**config.mk**
```make
export PLATFORM = sky130hd
export DESIGN_NAME = mem_ctrl_flat
export DESIGN_NICKNAME = d
export VERILOG_FILES = /design/src/rtl/mem_ctrl_if.sv /design/src/rtl/mem_ctrl.sv /design/src/flat_wrapper.sv
export SDC_FILE = /design/constraint.sdc
export NUM_CORES = 1
export LEC_CHECK = 0
export BUFFER_PORTS_ARGS = -buffer_cell sky130_fd_sc_hd__buf_2
export CAP_MARGIN = 20
export CORE_MARGIN = 1
export CORE_UTILIZATION = 50
export DETAILED_ROUTE_END_ITERATION = 10
export PLACE_DENSITY = 0.74
export SLEW_MARGIN = 20
export SYNTH_ARGS = -nofsm -noshare
export SYNTH_HDL_FRONTEND = slang
export SYNTH_SLANG_ARGS = --single-unit
```
**constraint.sdc**
```tcl
create_clock -name clk -period 15.95 [get_ports clk]
set_clock_uncertainty 0.2 [all_clocks]
set_input_delay 1.595 -clock clk [delete_from_list [all_inputs] [get_ports clk]]
set_output_delay 1.595 -clock clk [all_outputs]
set_load 0.02 [all_outputs]
```
**src/rtl/mem_ctrl_if.sv**
```systemverilog
// Request/response bundle between the fetch unit / load-store buffer and
// the byte-serial memory controller.
interface mem_ctrl_if #(
  parameter int ADDR_WIDTH = 32,
  parameter int DATA_WIDTH = 32
);
  logic                  if_en;
  logic [ADDR_WIDTH-1:0] if_addr;
  logic                  if_done;
  logic [DATA_WIDTH-1:0] if_data;

  logic                  lsb_en;
  logic                  lsb_rw;
  logic [1:0]            lsb_width;
  logic [ADDR_WIDTH-1:0] lsb_addr;
  logic [DATA_WIDTH-1:0] lsb_wdata;
  logic                  lsb_done;
  logic [DATA_WIDTH-1:0] lsb_rdata;

  // Requester side: the fetch unit and the load/store buffer.
  modport master (
    output if_en, if_addr, lsb_en, lsb_rw, lsb_width, lsb_addr, lsb_wdata,
    input  if_done, if_data, lsb_done, lsb_rdata
  );

  // Controller side.
  modport slave (
    input  if_en, if_addr, lsb_en, lsb_rw, lsb_width, lsb_addr, lsb_wdata,
    output if_done, if_data, lsb_done, lsb_rdata
  );
endinterface

```
**src/rtl/mem_ctrl.sv**
```systemverilog
// Byte-serial memory controller: serves instruction fetches and load/store
// requests over an 8-bit RAM port, one byte per cycle, little-endian.
// Load/store requests win over fetches; reads can be flushed by roll_back,
// stores always commit.
module mem_ctrl #(
  parameter int ADDR_WIDTH = 32,
  parameter int DATA_WIDTH = 32
) (
  input  logic                  clk,
  input  logic                  rst_in,
  input  logic                  rdy_in,
  input  logic                  roll_back,
  input  logic                  io_buffer_full,
  input  logic [7:0]            mem_din,
  output logic [7:0]            mem_dout,
  output logic [ADDR_WIDTH-1:0] mem_a,
  output logic                  mem_wr,
  mem_ctrl_if.slave             bus
);

  typedef enum logic [1:0] {IDLE, IF_RD, LSB_RD, LSB_WR} state_t;

  state_t                state;
  logic [2:0]            cnt;
  logic [2:0]            total;
  logic [ADDR_WIDTH-1:0] addr_q;
  logic [DATA_WIDTH-1:0] wdata_q;
  logic [DATA_WIDTH-1:0] rbuf;
  logic [DATA_WIDTH-1:0] rd_word;
  logic [ADDR_WIDTH-1:0] a_q;
  logic [7:0]            dout_q;
  logic                  wr_q;
  logic                  if_done_q;
  logic                  lsb_done_q;
  logic [DATA_WIDTH-1:0] if_data_q;
  logic [DATA_WIDTH-1:0] lsb_rdata_q;
  logic [1:0]            rd_idx;
  logic [1:0]            wr_idx;
  logic                  is_io;
  logic                  io_stall;

  function automatic logic [2:0] byte_total(input logic [1:0] w);
    case (w)
      2'b00:   byte_total = 3'd1;
      2'b01:   byte_total = 3'd2;
      default: byte_total = 3'd4;
    endcase
  endfunction

  // Read data for byte k arrives two cycles after it was issued, so the
  // byte landing at this edge belongs to slot cnt-1.
  assign rd_idx   = cnt[1:0] - 2'd1;
  assign wr_idx   = cnt[1:0] + 2'd1;
  assign is_io    = (addr_q[17:16] == 2'b11);
  assign io_stall = (state == LSB_WR) && is_io && io_buffer_full;

  // Write strobe is suppressed while paused or while the UART buffer is full.
  assign mem_wr   = wr_q && rdy_in && !io_stall;
  assign mem_a    = a_q;
  assign mem_dout = dout_q;

  assign bus.if_done   = if_done_q;
  assign bus.if_data   = if_data_q;
  assign bus.lsb_done  = lsb_done_q;
  assign bus.lsb_rdata = lsb_rdata_q;

  // Merge the incoming RAM byte into the partially assembled read word.
  always_comb begin
    rd_word = rbuf;
    rd_word[{rd_idx, 3'b000} +: 8] = mem_din;
  end

  // Transfer sequencer: arbitration, byte stepping, completion and abort.
  always_ff @(posedge clk or posedge rst_in) begin
    if (rst_in) begin
      state       <= IDLE;
      cnt         <= 3'd0;
      total       <= 3'd0;
      addr_q      <= '0;
      wdata_q     <= '0;
      rbuf        <= '0;
      a_q         <= '0;
      dout_q      <= 8'd0;
      wr_q        <= 1'b0;
      if_done_q   <= 1'b0;
      lsb_done_q  <= 1'b0;
      if_data_q   <= '0;
      lsb_rdata_q <= '0;
    end else if (!rdy_in) begin
      if (roll_back && (state == IF_RD || state == LSB_RD)) begin
        state <= IDLE;
        cnt   <= 3'd0;
        a_q   <= '0;
      end
    end else begin
      case (state)
        IDLE: begin
          if_done_q  <= 1'b0;
          lsb_done_q <= 1'b0;
          if (!roll_back && !if_done_q && !lsb_done_q) begin
            if (bus.lsb_en) begin
              addr_q  <= bus.lsb_addr;
              total   <= byte_total(bus.lsb_width);
              wdata_q <= bus.lsb_wdata;
              cnt     <= 3'd0;
              rbuf    <= '0;
              a_q     <= bus.lsb_addr;
              if (bus.lsb_rw) begin
                state  <= LSB_WR;
                wr_q   <= 1'b1;
                dout_q <= bus.lsb_wdata[7:0];
              end else begin
                state <= LSB_RD;
              end
            end else if (bus.if_en) begin
              addr_q <= bus.if_addr;
              total  <= 3'd4;
              cnt    <= 3'd0;
              rbuf   <= '0;
              a_q    <= bus.if_addr;
              state  <= IF_RD;
            end
          end
        end

        IF_RD, LSB_RD: begin
          if (roll_back) begin
            state <= IDLE;
            cnt   <= 3'd0;
            a_q   <= '0;
          end else begin
            if (cnt != 3'd0) rbuf <= rd_word;
            if (cnt == total) begin
              state <= IDLE;
              cnt   <= 3'd0;
              a_q   <= '0;
              if (state == IF_RD) begin
                if_data_q <= rd_word;
                if_done_q <= 1'b1;
              end else begin
                lsb_rdata_q <= rd_word;
                lsb_done_q  <= 1'b1;
              end
            end else begin
              cnt <= cnt + 3'd1;
              if ((cnt + 3'd1) < total)
                a_q <= addr_q + ADDR_WIDTH'(cnt + 3'd1);
              else
                a_q <= '0;
            end
          end
        end

        LSB_WR: begin
          if (!io_stall) begin
            if ((cnt + 3'd1) == total) begin
              state      <= IDLE;
              cnt        <= 3'd0;
              wr_q       <= 1'b0;
              a_q        <= '0;
              dout_q     <= 8'd0;
              lsb_done_q <= 1'b1;
            end else begin
              cnt    <= cnt + 3'd1;
              a_q    <= addr_q + ADDR_WIDTH'(cnt + 3'd1);
              dout_q <= wdata_q[{wr_idx, 3'b000} +: 8];
            end
          end
        end

        default: state <= IDLE;
      endcase
    end
  end

endmodule

```
**src/flat_wrapper.sv**
```systemverilog
// flat-port wrapper written by rule: the top's interface ports become plain ports
module mem_ctrl_flat 
#(
  parameter int ADDR_WIDTH = 32,
  parameter int DATA_WIDTH = 32
)
  (clk, rst_in, rdy_in, roll_back, io_buffer_full, mem_din, mem_dout, mem_a, mem_wr, bus_if_en, bus_if_addr, bus_lsb_en, bus_lsb_rw, bus_lsb_width, bus_lsb_addr, bus_lsb_wdata, bus_if_done, bus_if_data, bus_lsb_done, bus_lsb_rdata);
  mem_ctrl_if #(.ADDR_WIDTH(ADDR_WIDTH), .DATA_WIDTH(DATA_WIDTH)) bus_i ();
  input  logic clk;
  input  logic rst_in;
  input  logic rdy_in;
  input  logic roll_back;
  input  logic io_buffer_full;
  input  logic [7:0] mem_din;
  output logic [7:0] mem_dout;
  output logic [ADDR_WIDTH-1:0] mem_a;
  output logic mem_wr;
  input wire logic [$bits(bus_i.if_en)-1:0] bus_if_en;
  input wire logic [$bits(bus_i.if_addr)-1:0] bus_if_addr;
  input wire logic [$bits(bus_i.lsb_en)-1:0] bus_lsb_en;
  input wire logic [$bits(bus_i.lsb_rw)-1:0] bus_lsb_rw;
  input wire logic [$bits(bus_i.lsb_width)-1:0] bus_lsb_width;
  input wire logic [$bits(bus_i.lsb_addr)-1:0] bus_lsb_addr;
  input wire logic [$bits(bus_i.lsb_wdata)-1:0] bus_lsb_wdata;
  output wire logic [$bits(bus_i.if_done)-1:0] bus_if_done;
  output wire logic [$bits(bus_i.if_data)-1:0] bus_if_data;
  output wire logic [$bits(bus_i.lsb_done)-1:0] bus_lsb_done;
  output wire logic [$bits(bus_i.lsb_rdata)-1:0] bus_lsb_rdata;
  assign bus_i.if_en = bus_if_en;
  assign bus_i.if_addr = bus_if_addr;
  assign bus_i.lsb_en = bus_lsb_en;
  assign bus_i.lsb_rw = bus_lsb_rw;
  assign bus_i.lsb_width = bus_lsb_width;
  assign bus_i.lsb_addr = bus_lsb_addr;
  assign bus_i.lsb_wdata = bus_lsb_wdata;
  assign bus_if_done = bus_i.if_done;
  assign bus_if_data = bus_i.if_data;
  assign bus_lsb_done = bus_i.lsb_done;
  assign bus_lsb_rdata = bus_i.lsb_rdata;
  mem_ctrl #(.ADDR_WIDTH(ADDR_WIDTH), .DATA_WIDTH(DATA_WIDTH)) u_core (.clk(clk), .rst_in(rst_in), .rdy_in(rdy_in), .roll_back(roll_back), .io_buffer_full(io_buffer_full), .mem_din(mem_din), .mem_dout(mem_dout), .mem_a(mem_a), .mem_wr(mem_wr), .bus(bus_i));
endmodule
```
==> results.sh <==
export IMPL_whs_ns=0.274
export IMPL_drive_above_1_share=0.252
export IMPL_n_antenna_cell=0
export IMPL_first_iter_violations=551
export IMPL_path_class="flip-flop to flip-flop"
export IMPL_die_y_um=146
export IMPL_num_vias=8528
export IMPL_ant_nets=0
export IMPL_yosys_area_top_type="dfrtp_1"
export IMPL_synth_common_cells="dfrtp_1, nand2_1, a21oi_1, nor2_1, o21ai_0"
export IMPL_htree_levels=1
export IMPL_cellInternalPower_mw=1.31
export IMPL_synth_nets=1193
export IMPL_maxCapViolCount=0
export IMPL_cts_buffer_depth=3
export IMPL_netlist_top_cells_area="dfrtp_1, nand2_1, a21oi_1"
export IMPL_nNetsFinal=1380
export IMPL_clk_latency_ns=0.51
export IMPL_initial_utilization=0.513
export IMPL_power_frac_comb=0.354
export IMPL_rsz0062_at_grt="false"
export IMPL_netlist_instances=1061
export IMPL_grt_pass1_vias=8142
export IMPL_grt_max_degree=145
export IMPL_min_period_over_period=0.285
export IMPL_r2r_start="u_core.cnt[0]$_DFFE_PP0P_"
export IMPL_syn_area_per_cell_um2=9.82
export IMPL_cts_sink_count=211
export IMPL_cts_tree="done"
export IMPL_fmax_mhz=220
export IMPL_final_hold_violation_count=0
export IMPL_gp_congestion=0.818
export IMPL_clkPwrFrac=0.250
export IMPL_wire_per_inst_um=16.9
export IMPL_crit_path_start_kind="flip-flop"
export IMPL_slew_viol_final=0
export IMPL_setup_tns_ns=0
export IMPL_sw_frac_of_total=0.383
export IMPL_timing_rr_end="u_core.mem_a[23]$_DFFE_PP0P_"
export IMPL_final_util=0.608
export IMPL_grt_overflow=0
export IMPL_setup_viol=0
export IMPL_numCtsBuffers=23
export IMPL_viasPerCell=5.57
export IMPL_p_switching_mw=0.813
export IMPL_crit_path_end_kind="flip-flop"
export IMPL_cts_resized=0
export IMPL_synth_edf_count=0
export IMPL_routed_wl_mm=25.9
export IMPL_syn_area_um2=10400
export IMPL_drtPass1Iterations=5
export IMPL_slew_headroom=0.253
export IMPL_powerDensity_nw_per_um2=172
export IMPL_crit_fanout=20
export IMPL_min_period_ns=4.55
export IMPL_reg2reg_slack_ns=11.40
export IMPL_grt_pass1_wl_mm=42.4
export IMPL_cts_root_buf="clkbuf_16"
export IMPL_hp_class="flip-flop to flip-flop"
export IMPL_ctsHoldBuffers=0
export IMPL_reg2reg_depth=9
export IMPL_cts_setup_buffers=0
export IMPL_ys_seq_area_frac=0.507
export IMPL_ir_drop_uv=98.4
export IMPL_die_width_um=146
export IMPL_crit_end="u_core.mem_a[23]$_DFFE_PP0P_"
export IMPL_synth_distinct_cells=64
export IMPL_io_pins=221
export IMPL_crit_start="u_core.cnt[0]$_DFFE_PP0P_"
export IMPL_ys_seq_elements=211
export IMPL_cts_clk_slew_worst_paths_ns=0.06
export IMPL_status="finished, final reports clean"
export IMPL_place_detailed_hpwl_mm=17.5
export IMPL_async_reset_ff_frac=1.00
export IMPL_cellLeakagePower_nw=5.99
export IMPL_synth_most_common_cell="dfrtp_1"
export IMPL_p_total_mw=2.12
export IMPL_drc=0
export IMPL_pwr_share_seq=0.396
export IMPL_synth_ff_type="dfrtp_1"
export IMPL_worst_slew_pin_slew_ns=1.11
export IMPL_grt_usage=0.244
export IMPL_io_buffers=220
export IMPL_area_growth_pct=18.5
export IMPL_crit_arrival_ns=4.72
export IMPL_crit_required_ns=16.12
export IMPL_antenna_found_initial=0
export IMPL_placeableCoreArea_um2=20300
export IMPL_ys_warn_count=0
export IMPL_die_area_um2=21400
export IMPL_row_count=52
export IMPL_netlist_area_leader_share=0.507
cells in the final DEF, fill, tap and decap left out, drive strengths merged, types with 10 or more instances in the layout:
cell / Yosys / layout
a21oi: 101 / 101
a22o: 15 / 15
dfrtp: 211 / 211
xor2: 24 / 24
a22oi: 13 / 13
mux2i: 30 / 30
clkbuf: 26 / 33
nor2b: 34 / 34
a31oi: 19 / 19
and3: 10 / 10
ha: 17 / 17
nor2: 73 / 73
nand4: 16 / 16
o221ai: 25 / 25
inv: 24 / 25
o21ai: 74 / 74
nand3: 13 / 13
nand2: 204 / 204
buf: 43 / 231
metrics by stage:
stage          cell area, um^2  setup slack, ns  std cells
6_report                 12300            11.40       1531
5_1_grt                  12300            11.01       1531
4_1_cts                  12300            11.38       1530
3_5_place_dp             11600            11.42       1492
3_3_place_gp             11600            11.53       1492
2_1_floorplan            10400             8.39       1061
critical path, stage by stage (launching register included):
cell and delay [ns]:
dfrtp_1 0.77, inv_1 0.23, ha_1 0.66, ha_1 0.45, nand3_1 0.10, and2_1 0.32, a32oi_1 0.49, or3_1 0.61
buf_4 0.40, o221ai_1 0.17
worst min path at each step:
stage,from,to,slack (ns),cells past startpoint
floorplan,u_core.wdata_q[0]$_DFFE_PP0P_,u_core.wdata_q[0]$_DFFE_PP0P_,0.24,2
global placement,u_core.wdata_q[3]$_DFFE_PP0P_,u_core.wdata_q[3]$_DFFE_PP0P_,0.25,2
detailed placement,u_core.wdata_q[10]$_DFFE_PP0P_,u_core.wdata_q[10]$_DFFE_PP0P_,0.26,2
CTS,u_core.rbuf[3]$_DFFE_PP0P_,u_core.rbuf[3]$_DFFE_PP0P_,0.28,2
global route,u_core.bus.if_data[3]$_DFFE_PP0P_,u_core.bus.if_data[3]$_DFFE_PP0P_,0.29,2
finish,u_core.rbuf[24]$_DFFE_PP0P_,u_core.rbuf[24]$_DFFE_PP0P_,0.27,2
state kept, by name, summed over array words and instances (netlist names):
name and cells:
u_core.bus.if_done 1, u_core.mem_dout 8, u_core.bus.lsb_done 1, u_core.mem_a 32, u_core.bus.if_data 32, u_core.wdata_q 32, u_core.cnt 3, u_core.addr_q 32
u_core.total 3, u_core.wr_q 1, u_core.bus.lsb_rdata 32, u_core.state 2, u_core.rbuf 32
layout make-up:
class / count / area (um^2)
Clock inverter: 5 / 78.8
Timing Repair Buffer: 231 / 1190
Inverter: 25 / 101
Tap cell: 270 / 338
Sequential cell: 211 / 5280
Multi-Input combinational cell: 756 / 4690
Clock buffer: 33 / 663
Fill cell: 1740 / 7960
cells by family (layout without fill, tap and decap cells):
logic type               Yosys count  in the layout  synth area share
AND/OR/NAND/NOR                  385            385             0.168
buffers and inverters             94            294            0.0464
XOR/XNOR                          28             28            0.0235
multiplexers                      45             45            0.0537
adder cells (fa/ha/maj)           18             18            0.0223
AO/OA/AOI/OAI                    280            280             0.179
flip-flops                       211            211             0.507
per-layer routing:
layer / share of wire / GRT usage / up-vias
met5: 0 / 0 / -
met4: 0.022 / 0.0604 / 0
met3: 0.062 / 0.0400 / 41
met2: 0.46 / 0.388 / 293
met1: 0.45 / 0.350 / 4110
li1: - / - / 4084
power groups by stage:
| stage | clock, mW | combinational (mW) | sequential [mW] |
|---|---|---|---|
| finish | 0.531 | 0.750 | 0.840 |
| global placement | 0 | 0.726 | 0.837 |
| CTS | 0.536 | 0.749 | 0.837 |
| floorplan | 0 | 0.443 | 0.914 |
| global route | 0.559 | 0.829 | 0.862 |
| detailed placement | 0 | 0.744 | 0.842 |
Note: power is estimated with default switching activity, not from simulation.
